`src/rtl/logic_op_pipe.sv`:
```
// Registered 8-op bitwise logic unit with a 2-entry valid/ready output FIFO.
// Define LOGIC_OP_PARITY_EN to add the out_par port (parity of out_y).
module logic_op_pipe #(
  parameter int WIDTH = 8,
  parameter int CNT_W = 16
) (
  input  logic             clk,
  input  logic             rst_n,
  input  logic             in_valid,
  output logic             in_ready,
  input  logic [WIDTH-1:0] in_a,
  input  logic [WIDTH-1:0] in_b,
  input  logic [2:0]       in_op,
  output logic             out_valid,
  input  logic             out_ready,
  output logic [WIDTH-1:0] out_y,
  output logic             out_zero,
  output logic             out_ones,
  output logic [CNT_W-1:0] acc_cnt
`ifdef LOGIC_OP_PARITY_EN
  ,
  output logic             out_par
`endif
);

  logic [WIDTH-1:0] y_q    [2];
  logic             zero_q [2];
  logic             ones_q [2];
`ifdef LOGIC_OP_PARITY_EN
  logic             par_q  [2];
`endif

  logic [1:0]       count;
  logic             wr_ptr;
  logic             rd_ptr;
  logic [CNT_W-1:0] cnt_q;
  logic [WIDTH-1:0] res;
  logic             acc;
  logic             drn;

  always_comb begin
    res = '0;
    case (in_op)
      3'd0: res = in_a & in_b;
      3'd1: res = in_a | in_b;
      3'd2: res = in_a ^ in_b;
      3'd3: res = ~(in_a & in_b);
      3'd4: res = ~(in_a | in_b);
      3'd5: res = ~(in_a ^ in_b);
      3'd6: res = in_a;
      3'd7: res = ~in_a;
      default: res = '0;
    endcase
  end

  // Ready depends only on stored occupancy, never on out_ready.
  assign in_ready  = (count != 2'd2);
  assign out_valid = (count != 2'd0);
  assign acc       = in_valid & in_ready;
  assign drn       = out_valid & out_ready;
  assign acc_cnt   = cnt_q;

  always_ff @(posedge clk or negedge rst_n) begin
    if (!rst_n) begin
      count     <= 2'd0;
      wr_ptr    <= 1'b0;
      rd_ptr    <= 1'b0;
      cnt_q     <= '0;
      y_q[0]    <= '0;
      y_q[1]    <= '0;
      zero_q[0] <= 1'b1;
      zero_q[1] <= 1'b1;
      ones_q[0] <= 1'b0;
      ones_q[1] <= 1'b0;
`ifdef LOGIC_OP_PARITY_EN
      par_q[0]  <= 1'b0;
      par_q[1]  <= 1'b0;
`endif
    end else begin
      if (acc) begin
        y_q[wr_ptr]    <= res;
        zero_q[wr_ptr] <= (res == '0);
        ones_q[wr_ptr] <= &res;
`ifdef LOGIC_OP_PARITY_EN
        par_q[wr_ptr]  <= ^res;
`endif
        wr_ptr         <= ~wr_ptr;
        cnt_q          <= cnt_q + CNT_W'(1);
      end
      if (drn)
        rd_ptr <= ~rd_ptr;
      case ({acc, drn})
        2'b10:   count <= count + 2'd1;
        2'b01:   count <= count - 2'd1;
        default: count <= count;
      endcase
    end
  end

  // Idle outputs are forced to the "empty" pattern.
  assign out_y    = out_valid ? y_q[rd_ptr] : '0;
  assign out_zero = out_valid ? zero_q[rd_ptr] : 1'b1;
  assign out_ones = out_valid & ones_q[rd_ptr];
`ifdef LOGIC_OP_PARITY_EN
  assign out_par  = out_valid & par_q[rd_ptr];
`endif

endmodule
```
`config.mk`:
```
export PLATFORM = sky130hd
export DESIGN_NAME = logic_op_pipe
export DESIGN_NICKNAME = d
export VERILOG_FILES = /design/src/rtl/logic_op_pipe.sv
export SDC_FILE = /design/constraint.sdc
export NUM_CORES = 1
export LEC_CHECK = 0
export BUFFER_PORTS_ARGS = -buffer_cell sky130_fd_sc_hd__clkbuf_2
export CAP_MARGIN = 20
export CORE_MARGIN = 1
export CORE_UTILIZATION = 50
export CTS_CLUSTER_SIZE = 24
export DETAILED_ROUTE_END_ITERATION = 8
export HOLD_SLACK_MARGIN = 0.02
export PLACE_DENSITY_LB_ADDON = 0.3
export SLEW_MARGIN = 20
export SYNTH_ARGS = -nofsm -noshare
export SYNTH_HDL_FRONTEND = slang
export SYNTH_SLANG_ARGS = --single-unit
```
`constraint.sdc`:
```
create_clock -name clk -period 3.7 [get_ports clk]
set_input_delay 0 -clock clk [delete_from_list [all_inputs] [get_ports clk]]
set_output_delay 0 -clock clk [all_outputs]
set_load 0.05 [all_outputs]
```
==> metrics.txt <==
hold path depth=4; TritonCTS buffer count=5; Final Hold Fails=0; Syn Area/Cell=9.76 um2; Mapped Cells=285; FF+latch area=1000 um2; path type of the worst setup path=flip-flop to flip-flop; Power Density=645 nW/um2; gpl congestion=0.844; Max clock buf depth=2; largest net degree at the start of global routing=41; maximum VDD drop=0.000406 V; number of max-cap violations=0; Max H-tree Level=2; Critical Path RT=3940 ps; most frequent cells in the layout=50 x clkbuf_2, 38 x dfrtp_1, 27 x nand2_1; Synth Cell Area=2780 um2; Yosys cell types=53; Core Rows=26; vias in the first global route=2,023; Routed Antenna Nets=0; area of the multi-input gates=1610 um2; reg2reg start=count[0]; core area=5240 um2; slew of the pin with the lowest slew margin=968 ps; number of port buffers=50; Setup TNS=0 ps; Final Non-Filler Cells=399; worst relative slew slack=35.5%; register area share after synthesis=36.1%; Avg Vias per Cell=5.47; Congestion Overflow GR=0; Clk pin slew, worst setup/hold paths=80 ps; CTS tree=done; drt drc=0; layout cells sized above 1=25.2%; area grow syn2layout=12.1%; wire length per cell=13.8 um; hpwl dp=4.04 mm; Post-synth top flop=dfrtp_1; Post-synth EDFFs=0; worst r2r dst=zero_q[1]; Final Slew Violations=0; clk root buf=clkbuf_8; Worst EP arrival=2250 ps; hold_sp=in_valid; cells on worst reg2reg path=5; Final Critical Period=2020 ps; total die area=5870 um2; Clock Skew=9.46 ps; All-Layer GR Usage=19.6%; First-pass DRT Iterations=4; Placed Cells incl. Taps=390; Die Ht=76.6 um; RSZ-0062 raised after global routing=no; first-pass GRT wire length=9.17 mm; synth warn=0; Initial Utilization=53.1%; Max Clock Freq=496 MHz; Final Setup Violations=0; HP Class=input pin to flip-flop; Synth Register Bits=40; Max FO, Critical Path=17; die span in x=76.6 um; ys async rst share=100%; fin nets=369; CTS resizes=0; fill count=468; Worst Setup End Kind=flip-flop; kind of start point of the critical path=flip-flop; vias=2,181; drt total wl=5.49 mm; initial antenna violation count=0; status=finished, final reports clean; fin crit share=54.5%; Pleak=1.56 nW; Syn Nets=326; hold endpoint=acc_cnt[4]; io pins=51; commonest non-fill, non-tap cell in the layout=clkbuf_2; CTS Sinks=40; drt first-iter violations=113; antenna cells=0; worst skew pair latency=300 ps; r2r setup slk=1680 ps
-- worst max-delay path, cell delays in order (launching register included) --
cell,delay (ps)
dfrtp_1,430
nand2b_1,160
and2_1,250
nand2b_1,410
nor4_1,520
a22o_1,190
-- state kept, by name, summed over array words and instances (netlist names) --
register and flops:
acc_cnt 16, y_q 16, count 2, ones_q 2
zero_q 2, rd_ptr 1, wr_ptr 1
-- metrics by stage --
stage	worst slack, ps	total power, W	util [%]	cell area [um2]	hold WS (ps)
after floorplan	1620	0.00152	-	2780	-296
after CTS	1750	0.00203	59.5	3120	111
after detailed placement	1520	0.00174	57.7	3020	205
after global placement	1620	0.00172	57.7	3020	198
final	1680	0.00201	59.5	3120	116
after global routing	1550	0.00213	59.5	3120	118
-- logic make-up (layout without fill, tap and decap cells) --
| family | Yosys count | count (layout) | synth area share [%] |
|---|---|---|---|
| flops | 40 | 40 | 36.1 |
| fa+ha+maj | 18 | 18 | 8.09 |
| compound gates | 46 | 46 | 11.6 |
| buf+inv | 35 | 79 | 6.20 |
| mux | 42 | 42 | 16.8 |
| xor+xnor | 19 | 19 | 5.98 |
| simple gates | 85 | 85 | 15.2 |
-- metal layers --
metal	global-route usage (%)	part of all wire, %	vias to the layer above
li1	-	-	1079
met1	25.8	48	1058
met2	33.1	48	38
met3	2.99	2.5	6
met4	6.35	1.3	0
met5	0	0	-
-- worst max path at each step --
stage	end	startpoint	slack [ps]	cells after the start
after detailed placement	zero_q[1]	in_op[2]	1520	7
after global routing	zero_q[1]	in_op[2]	1550	7
after global placement	ones_q[1]	in_op[2]	1620	7
after floorplan	y_q[9]	count[0]	1620	7
final	zero_q[1]	count[0]	1680	5
after CTS	count[1]	count[0]	1750	5
-- report_power, final --
| part | internal [W] | switching [W] | total (W) |
|---|---|---|---|
| Combinational | 0.000322 | 0.000706 | 0.00103 |
| Clock | 0.000132 | 0.000149 | 0.000281 |
| Sequential | 0.000577 | 0.000124 | 0.000701 |
-- cells in the mapped netlist, drive strengths merged (2+ instances only) --
library cell,instances,area share [%]
nor2,19,2.6
nor2b,2,0.45
o22ai,2,0.45
and4,3,0.94
inv,19,2.6
and3,4,0.90
clkbuf,5,0.67
o21ai,13,2.3
a2bb2oi,2,0.63
mux4,2,1.6
a22oi,4,1.1
nand2b,7,1.6
xor2,4,1.3
buf,10,2.8
a21oi,7,1.3
nand4,2,0.45
o211ai,2,0.72
a211oi,2,0.72
ha,18,8.1
nand3,11,2.2
xnor2,15,4.7
dfrtp,38,34
nand2,27,3.6
dfstp,2,1.9
and2,3,0.76
a22o,3,0.94
mux2i,25,9.0
mux2,15,6.2
nor4,3,0.67
a21o,3,0.81
-- timing repair --
item                      4_1_cts  5_1_grt
hold endpoints to repair       38        0
hold buffers                    1        0
setup buffers                   0        0
-- cell type report --
| cell class | instances | area share [%] |
|---|---|---|
| clock buffer | 6 | 2.33 |
| clock inverter | 2 | 0.401 |
| inverter | 20 | 2.41 |
| multi-input combinational | 210 | 51.5 |
| sequential | 40 | 32.2 |
| tap | 70 | 2.81 |
| timing repair buffer | 51 | 8.35 |
No activity file was read; power rests on OpenSTA's default activity.
